===== src/rtl/gpio_bank_pkg.sv =====
// Shared constants for the GPIO bank controller: register map and synchroniser depth.
package gpio_bank_pkg;

  localparam logic [2:0] ADDR_DATA_OUT   = 3'd0;
  localparam logic [2:0] ADDR_OE         = 3'd1;
  localparam logic [2:0] ADDR_INP_EN     = 3'd2;
  localparam logic [2:0] ADDR_DATA_IN    = 3'd3;
  localparam logic [2:0] ADDR_DEB_EN     = 3'd4;
  localparam logic [2:0] ADDR_RISE_EN    = 3'd5;
  localparam logic [2:0] ADDR_FALL_EN    = 3'd6;
  localparam logic [2:0] ADDR_IRQ_STATUS = 3'd7;

  localparam int SYNC_STAGES = 2;

endpackage


===== src/rtl/gpio_in_filter.sv =====
// One GPIO input pin: synchroniser, optional debounce, filtered level and
// unmasked rise/fall events derived from the next filtered level.
module gpio_in_filter
  import gpio_bank_pkg::*;
#(
  parameter int DEB_CYCLES = 16,
  parameter int DEB_W      = $clog2(DEB_CYCLES)
) (
  input  logic clk,
  input  logic rst_n,
  input  logic pad_in,
  input  logic inp_en,
  input  logic deb_en,
  output logic filt,
  output logic rise,
  output logic fall
);

  logic [SYNC_STAGES-1:0] sync_q, sync_d;
  logic                   filt_q, filt_d;
  logic [DEB_W-1:0]       cnt_q, cnt_d;
  logic                   deb_en_q;
  logic                   s2;

  assign s2 = sync_q[SYNC_STAGES-1];

  // Next-state for synchroniser, filtered level and debounce counter.
  always_comb begin
    sync_d = '0;
    filt_d = filt_q;
    cnt_d  = '0;
    if (inp_en) begin
      sync_d = {sync_q[SYNC_STAGES-2:0], pad_in};
      if (!deb_en) begin
        filt_d = s2;
      end else if (s2 == filt_q) begin
        cnt_d = '0;
      end else if (cnt_q == DEB_W'(DEB_CYCLES - 1)) begin
        filt_d = s2;
        cnt_d  = '0;
      end else begin
        cnt_d = cnt_q + 1'b1;
      end
    end else begin
      // Disabled pins are parked at 0 so re-enabling starts from a known level.
      filt_d = 1'b0;
    end
    // A debounce mode change restarts any count in progress.
    if (deb_en != deb_en_q) begin
      cnt_d = '0;
    end
  end

  // Edge events fire on the same edge the filtered level changes.
  always_comb begin
    rise = inp_en & ~filt_q &  filt_d;
    fall = inp_en &  filt_q & ~filt_d;
  end

  assign filt = filt_q;

  // Input-path state registers.
  always_ff @(posedge clk or negedge rst_n) begin
    if (!rst_n) begin
      sync_q   <= '0;
      filt_q   <= 1'b0;
      cnt_q    <= '0;
      deb_en_q <= 1'b0;
    end else begin
      sync_q   <= sync_d;
      filt_q   <= filt_d;
      cnt_q    <= cnt_d;
      deb_en_q <= deb_en;
    end
  end

endmodule


===== src/rtl/gpio_bank_ctrl.sv =====
// Register-controlled GPIO bank: pad drive control, filtered inputs and
// sticky edge interrupt status behind a simple strobe register bus.
module gpio_bank_ctrl
  import gpio_bank_pkg::*;
#(
  parameter int WIDTH      = 8,
  parameter int DEB_CYCLES = 16,
  parameter int DEB_W      = $clog2(DEB_CYCLES)
) (
  input  logic             clk,
  input  logic             rst_n,
  input  logic             wr_en,
  input  logic             rd_en,
  input  logic [2:0]       addr,
  input  logic [WIDTH-1:0] wdata,
  output logic [WIDTH-1:0] rdata,
  output logic             rvalid,
  output logic             irq,
  input  logic [WIDTH-1:0] pad_in,
  output logic [WIDTH-1:0] pad_out,
  output logic [WIDTH-1:0] pad_oe_n,
  output logic [WIDTH-1:0] pad_inp_dis
);

  logic [WIDTH-1:0] data_out_q, data_out_d;
  logic [WIDTH-1:0] oe_q, oe_d;
  logic [WIDTH-1:0] inp_en_q, inp_en_d;
  logic [WIDTH-1:0] deb_en_q, deb_en_d;
  logic [WIDTH-1:0] rise_en_q, rise_en_d;
  logic [WIDTH-1:0] fall_en_q, fall_en_d;
  logic [WIDTH-1:0] irq_status_q, irq_status_d;
  logic [WIDTH-1:0] rdata_q, rdata_d;
  logic             rvalid_q, rvalid_d;
  logic [WIDTH-1:0] filt, rise_raw, fall_raw;
  logic [WIDTH-1:0] w1c_mask;

  for (genvar i = 0; i < WIDTH; i++) begin : g_pin
    gpio_in_filter #(
      .DEB_CYCLES(DEB_CYCLES),
      .DEB_W     (DEB_W)
    ) u_filt (
      .clk   (clk),
      .rst_n (rst_n),
      .pad_in(pad_in[i]),
      .inp_en(inp_en_q[i]),
      .deb_en(deb_en_q[i]),
      .filt  (filt[i]),
      .rise  (rise_raw[i]),
      .fall  (fall_raw[i])
    );
  end

  // Register writes, W1C status update (set wins over clear) and read mux.
  always_comb begin
    data_out_d = data_out_q;
    oe_d       = oe_q;
    inp_en_d   = inp_en_q;
    deb_en_d   = deb_en_q;
    rise_en_d  = rise_en_q;
    fall_en_d  = fall_en_q;
    w1c_mask   = '0;
    if (wr_en) begin
      case (addr)
        ADDR_DATA_OUT:   data_out_d = wdata;
        ADDR_OE:         oe_d       = wdata;
        ADDR_INP_EN:     inp_en_d   = wdata;
        ADDR_DEB_EN:     deb_en_d   = wdata;
        ADDR_RISE_EN:    rise_en_d  = wdata;
        ADDR_FALL_EN:    fall_en_d  = wdata;
        ADDR_IRQ_STATUS: w1c_mask   = wdata;
        default:         ;
      endcase
    end
    irq_status_d = (irq_status_q & ~w1c_mask)
                 | (rise_raw & rise_en_q)
                 | (fall_raw & fall_en_q);

    rdata_d  = rdata_q;
    rvalid_d = rd_en;
    if (rd_en) begin
      case (addr)
        ADDR_DATA_OUT:   rdata_d = data_out_q;
        ADDR_OE:         rdata_d = oe_q;
        ADDR_INP_EN:     rdata_d = inp_en_q;
        ADDR_DATA_IN:    rdata_d = filt;
        ADDR_DEB_EN:     rdata_d = deb_en_q;
        ADDR_RISE_EN:    rdata_d = rise_en_q;
        ADDR_FALL_EN:    rdata_d = fall_en_q;
        default:         rdata_d = irq_status_q;
      endcase
    end
  end

  // Control and status registers.
  always_ff @(posedge clk or negedge rst_n) begin
    if (!rst_n) begin
      data_out_q   <= '0;
      oe_q         <= '0;
      inp_en_q     <= '0;
      deb_en_q     <= '0;
      rise_en_q    <= '0;
      fall_en_q    <= '0;
      irq_status_q <= '0;
      rdata_q      <= '0;
      rvalid_q     <= 1'b0;
    end else begin
      data_out_q   <= data_out_d;
      oe_q         <= oe_d;
      inp_en_q     <= inp_en_d;
      deb_en_q     <= deb_en_d;
      rise_en_q    <= rise_en_d;
      fall_en_q    <= fall_en_d;
      irq_status_q <= irq_status_d;
      rdata_q      <= rdata_d;
      rvalid_q     <= rvalid_d;
    end
  end

  assign pad_out     = data_out_q;
  assign pad_oe_n    = ~oe_q;
  assign pad_inp_dis = ~inp_en_q;
  assign irq         = |irq_status_q;
  assign rdata       = rdata_q;
  assign rvalid      = rvalid_q;

endmodule


===== config.mk =====
export PLATFORM = sky130hd
export DESIGN_NAME = gpio_bank_ctrl
export DESIGN_NICKNAME = d
export VERILOG_FILES = /design/src/rtl/gpio_bank_pkg.sv /design/src/rtl/gpio_in_filter.sv /design/src/rtl/gpio_bank_ctrl.sv
export SDC_FILE = /design/constraint.sdc
export NUM_CORES = 1
export LEC_CHECK = 0
export CAP_MARGIN = 25
export CORE_AREA = 2 2 103 105
export CTS_CLUSTER_DIAMETER = 40
export CTS_CLUSTER_SIZE = 10
export DETAILED_ROUTE_END_ITERATION = 6
export DIE_AREA = 0 0 105 107
export PLACE_DENSITY = 0.83
export RECOVER_POWER = 100
export SKIP_CTS_REPAIR_TIMING = 1
export SLEW_MARGIN = 10
export SYNTH_ARGS = -nofsm -noshare
export SYNTH_HDL_FRONTEND = slang
export SYNTH_HIERARCHICAL = 1
export SYNTH_SLANG_ARGS = --single-unit

===== constraint.sdc =====
create_clock -name clk -period 2.69 [get_ports clk]
set_clock_uncertainty 0.1 [all_clocks]
set_input_delay 0.538 -clock clk [delete_from_list [all_inputs] [get_ports clk]]
set_output_delay 0.538 -clock clk [all_outputs]
set_load 0.03 [all_outputs]

Yosys cells after proc, flatten, opt, wreduce, memory -nomap -nowiden
Index checks and enable logic that the tools add are counted.
{"block": "word_totals", "register_bits": 129, "in_bits": 23, "out_inout_bits": 34, "word_cells": 227}
{"block": "op_classes", "n_addsub": 8, "n_eq_ne": 31, "mux": 83, "bitwise": 56, "n_reduce_logical": 8}
{"op": "$mux 4", "count": 40}
{"op": "$pmux 8 s7", "count": 1}
{"op": "$add 4x1->4 const B", "count": 8}
{"op": "$and 1x1->1", "count": 32}
{"op": "$eq 4x4->1 const B", "count": 8}
{"op": "$mux 1", "count": 32}
{"op": "$and 8x8->8", "count": 3}
{"op": "$not 8->8", "count": 3}
{"op": "$mux 2", "count": 8}
{"op": "$mux 8", "count": 2}
{"op": "$not 1->1", "count": 16}
{"op": "$or 8x8->8", "count": 2}
{"op": "$eq 3x3->1 const B", "count": 4}
{"op": "$reduce_and 2->1", "count": 6}
{"op": "$eq 1x1->1", "count": 8}
{"op": "$ne 1x1->1", "count": 8}
{"op": "$reduce_or 8->1", "count": 1}
{"op": "$eq 3x2->1 const B", "count": 2}
{"op": "$eq 3x1->1 const B", "count": 1}
{"op": "$logic_not 3->1", "count": 1}

Logic depth before layout (Yosys ltp)
{"block": "logic_depth", "depth_word": 9, "mapped_depth": 6, "ltp_nobuf": 5}

By module
Netlist, hierarchy kept.
{"mod": "gpio_bank_ctrl", "instances": 1, "cells_each": 280, "area_per_inst_um2": 3054.2, "seq_area_each_um2": 1626.6}
{"mod": "gpio_in_filter", "instances": 8, "cells_each": 30, "area_per_inst_um2": 355.3, "seq_area_each_um2": 200.2}

Worst setup path after synthesis
No wires, ideal clock.
{"block": "synth_timing", "path_kind": "input to register", "from": "input port addr[1]", "to": "register data_out_q[0] (netlist: pad_out[0])", "t_arrival_ns": 1.511, "required_time_ns": 2.465, "slack_ns": 0.954, "path_stages": 4, "path_cell_list": "buf_2 or2_2 nor2_4 mux2_2"}
{"block": "synth_between", "elab_chain_cells": 2}
{"item": "start, declared", "line": "gpio_bank_ctrl.sv:14", "text": "input logic [2:0] addr,"}
{"item": "$logic_not 3->1", "line": "gpio_bank_ctrl.sv:63", "text": "case (addr)"}
{"item": "$reduce_and 2->1 (no source line)"}
{"item": "end signal, assigned", "line": "gpio_bank_ctrl.sv:107", "text": "data_out_q <= data_out_d;"}
{"item": "end, declared", "line": "gpio_bank_ctrl.sv:25", "text": "logic [WIDTH-1:0] data_out_q, data_out_d;"}
No other way between the ends.
A chain may end at the register's enable or synchronous reset.

Worst setup path in the final report
{"block": "layout_timing", "from": "input port addr[2]", "to": "register data_out_q[0] (netlist: pad_out[0])"}
The elaborated chain is that of the path after synthesis.

==> metrics.md <==
| Metric | Value |
|---|---|
| Most frequent standard cell in the layout excluding fill and tap cells | sky130_fd_sc_hd__dfrtp_1 |
| H-tree depth reported by CTS | 4 |
| Highest attainable clock frequency | 397 MHz |
| Final antenna diode count | 0 |
| Vias per cell | 5.95 |
| Number of global-route vias before repair | 4663 |
| TritonCTS clock tree | yes |
| Via Count | 4433 |
| Sequential share of the synthesized area | 0.547 |
| Final setup fails | 0 |
| Number of DRC violations after detailed-routing iteration 0 | 288 |
| First-pass GRT wire length | 23100 um |
| Share of async-settable or async-resettable flops after synthesis | 1.00 |
| Initial standard-cell utilization of the core | 0.584 |
| Number of buffers and inverters on the critical path | 1 |
| Largest register by flop count | g_pin.u_filt/cnt_q |
| Peak ir drop on the vdd network | 0.000554 V |
| Number of instances in the placed design | 713 |
| Average footprint of a synthesized cell | between 10 and 15 sq um |
| Growth of design area from synthesis to finish | 20.5% |
| Worst hold path class | input pin to async pin |
| Max FFs per register | 32 |
| Number of buffers inserted during clock tree synthesis | 17 |
| Combined area of all synthesized cells | around 0.0059 sq mm |
| Insertion delay to the later sink of the worst-skew pair | around 0.53 ns |
| Count of flip-flops with a built-in enable after synthesis | 0 |
| Non-filler instance count after layout | approximately 750 |
| Peak fanout along the critical path | 11 |
| Gate family responsible for the most delay along the worst path | simple AND/OR/NAND/NOR gates |
| Outcome | complete, no violations |
| Arrival time reported for the critical path endpoint | about 2.8 ns |
| Number of cells produced by synthesis | 520 |
| Final Wtd Congestion | approximately 0.9 |
| Library cell contributing the largest single delay on the critical path | sky130_fd_sc_hd__nor2_1 |
| Routed Antenna Nets | 0 |
| Syn nets | 551 |
| Detailed Route WL | 14000 um |
| Largest stage delay on the critical path | 0.78 ns |
| Row cnt | 37 |
| Hold slack final | approximately 0.20 ns |
| Number of sinks handled by clock tree synthesis | 129 |
| First drt pass iteration count | 5 |
| Nets | 627 |
| Post-synth cell types | 41 |
| Setup CP Type | input pin to flop |
| Die Area | 0.0112 sq mm |
| WP data required | 3.00 ns |
| Top library cells by usage in the layout, fill and taps aside | sky130_fd_sc_hd__dfrtp_1 (129), sky130_fd_sc_hd__nand2_1 (55), sky130_fd_sc_hd__inv_1 (41) |
| Worst setup EP type | flop |
| Worst-path cell chain | dlygate4sd3_1 -> or2_2 -> nor2_1 -> mux2_2 |
| Wire per inst | 18.8 um |
| Slew headroom | 0.134 |
| Core outline area | 0.0101 sq mm |
| Clock root buffer | sky130_fd_sc_hd__clkbuf_8 |
| Ys Warns | 6 |
| Setup repair after global routing missed its margin | no |
| Pin slew with the least headroom to its limit | 1.30 ns |
| CTS max path bufs | 2 |
| Count of buffers from port buffering | 56 |
| Final routed DRC violation total | 0 |
| IO Count | 57 |
| Fin crit share | 0.936 |
| Height of the die | 107 um |
| Primary flip-flop cell chosen by synthesis mapping | sky130_fd_sc_hd__dfrtp_1 |
| Number of antenna violations at the first check in global routing | 0 |
| Residual overflow from global routing | 0 |
| Count of final hold-check violations | 0 |
| Leakage dissipation | 0.00315 uW |
| Fin Setup TNS | 0 ns |
| Utilization of the core after routing | 0.704 |
| Power density over the cells | 816 mW/mm^2 |
| Overall fraction of global-route tracks in use | 0.268 |
| Layout cells sized above 1 | 0.118 |
| Shortest period the worst path allows | 2.52 ns |
| Total of max-cap violations | 0 |
| Die extent in x | about 110 um |
| Post-detail-place hpwl | 9310 um |
| Flip-flop and latch count after synthesis | 129 |
| Count of final max-slew check failures | 0 |
| Clock-pin slew of the registers on the worst-case setup and hold paths | 0.06 ns |
| Leading registers by flop count | g_pin.u_filt/cnt_q (32), g_pin.u_filt/sync_q (16) |
| Largest net degree at the start of global routing | 54 |
| Launching element type of the critical path | input pin |
[synthesized netlist by cell type, types with 2 or more instances]
master / number / share of area
sky130_fd_sc_hd__o21ai_0: 34 / 0.029
sky130_fd_sc_hd__nor2_2: 3 / 0.0032
sky130_fd_sc_hd__mux2_2: 16 / 0.031
sky130_fd_sc_hd__a21oi_1: 23 / 0.020
sky130_fd_sc_hd__a221o_1: 8 / 0.014
sky130_fd_sc_hd__or2_1: 2 / 0.0021
sky130_fd_sc_hd__o22ai_1: 9 / 0.0095
sky130_fd_sc_hd__nor3b_2: 8 / 0.017
sky130_fd_sc_hd__inv_1: 41 / 0.026
sky130_fd_sc_hd__o211a_1: 6 / 0.010
sky130_fd_sc_hd__nand3_1: 10 / 0.0085
sky130_fd_sc_hd__buf_2: 9 / 0.0076
sky130_fd_sc_hd__mux2_1: 16 / 0.031
sky130_fd_sc_hd__nor4_1: 2 / 0.0021
sky130_fd_sc_hd__clkbuf_1: 4 / 0.0025
sky130_fd_sc_hd__nand2_1: 55 / 0.035
sky130_fd_sc_hd__nand2b_1: 3 / 0.0032
sky130_fd_sc_hd__xor2_1: 8 / 0.012
sky130_fd_sc_hd__dfrtp_1: 129 / 0.55
sky130_fd_sc_hd__and2_1: 16 / 0.017
sky130_fd_sc_hd__and4b_2: 16 / 0.031
sky130_fd_sc_hd__o22a_1: 6 / 0.0089
sky130_fd_sc_hd__a221oi_1: 12 / 0.018
sky130_fd_sc_hd__xnor2_1: 8 / 0.012
sky130_fd_sc_hd__nor2_1: 20 / 0.013
sky130_fd_sc_hd__mux2i_1: 12 / 0.020
sky130_fd_sc_hd__nand4b_1: 8 / 0.012
sky130_fd_sc_hd__nor2b_1: 2 / 0.0021
sky130_fd_sc_hd__a21boi_0: 8 / 0.010
sky130_fd_sc_hd__nand4_2: 8 / 0.017
sky130_fd_sc_hd__ha_1: 8 / 0.017
[stage by stage]
| step | instance area [sq um] | setup WS (ns) | total power (uW) |
|---|---|---|---|
| after floorplan | 5900 | 0.954 | 3120 |
| after global placement | 6700 | 0.255 | 3570 |
| after detailed placement | 6700 | 0.211 | 3620 |
| after CTS | 7280 | 0.0479 | 5890 |
| after global routing | 7100 | 0.0935 | 6030 |
| final | 7100 | 0.173 | 5800 |
[final cells by class]
type / count / area, sq um
clock inverter: 13 / 164
sequential: 129 / 3230
inverter: 41 / 154
fill: 735 / 2990
timing repair buffer: 71 / 624
tap: 136 / 170
clock buffer: 19 / 422
multi-input combinational: 336 / 2340
[power breakdown]
group,internal (uW),switching [uW],total [uW]
logic,430,565,995
clock network,1410,854,2260
registers,2240,301,2540
total,4080,1720,5800
[path summary, 6_finish.rpt]
path / start / to / slack [ns] / cells after the start
setup reg to reg: g_pin[0].u_filt/cnt_q[0]$_DFF_PN0_ / irq_status_q[0]$_DFF_PN0_ / 0.93 / 5
hold / removal: rst_n / g_pin[0].u_filt/cnt_q[0]$_DFF_PN0_ / 0.20 / 1
min in group clk: g_pin[7].u_filt/sync_q[0]$_DFF_PN0_ / g_pin[7].u_filt/sync_q[1]$_DFF_PN0_ / 0.36 / 1
setup / recovery: addr[2] / pad_out[0]$_DFFE_PN0P_ / 0.17 / 4
max in group asynchronous: rst_n / g_pin[3].u_filt/sync_q[0]$_DFF_PN0_ / 0.60 / 2
hold reg to reg: g_pin[7].u_filt/sync_q[0]$_DFF_PN0_ / g_pin[7].u_filt/sync_q[1]$_DFF_PN0_ / 0.36 / 1
[per-layer routing]
layer | share of wire | GRT usage | up-vias
li1 | - | - | 2017
met1 | 0.42 | 0.337 | 2224
met2 | 0.50 | 0.438 | 160
met3 | 0.063 | 0.0815 | 32
met4 | 0.025 | 0.106 | 0
met5 | 0 | 0 | -
[kinds of logic (layout without fill, tap and decap cells)]
kind of cell    count (synthesis)  count (layout)  synth area share
compound gates                111             111             0.125
xor+xnor                       16              16            0.0238
fa+ha+maj                       8               8            0.0170
buf+inv                        55             144            0.0376
flops                         129             129             0.547
mux                            44              44            0.0815
simple gates                  157             157             0.168
No activity file was read; power rests on OpenSTA's default activity.
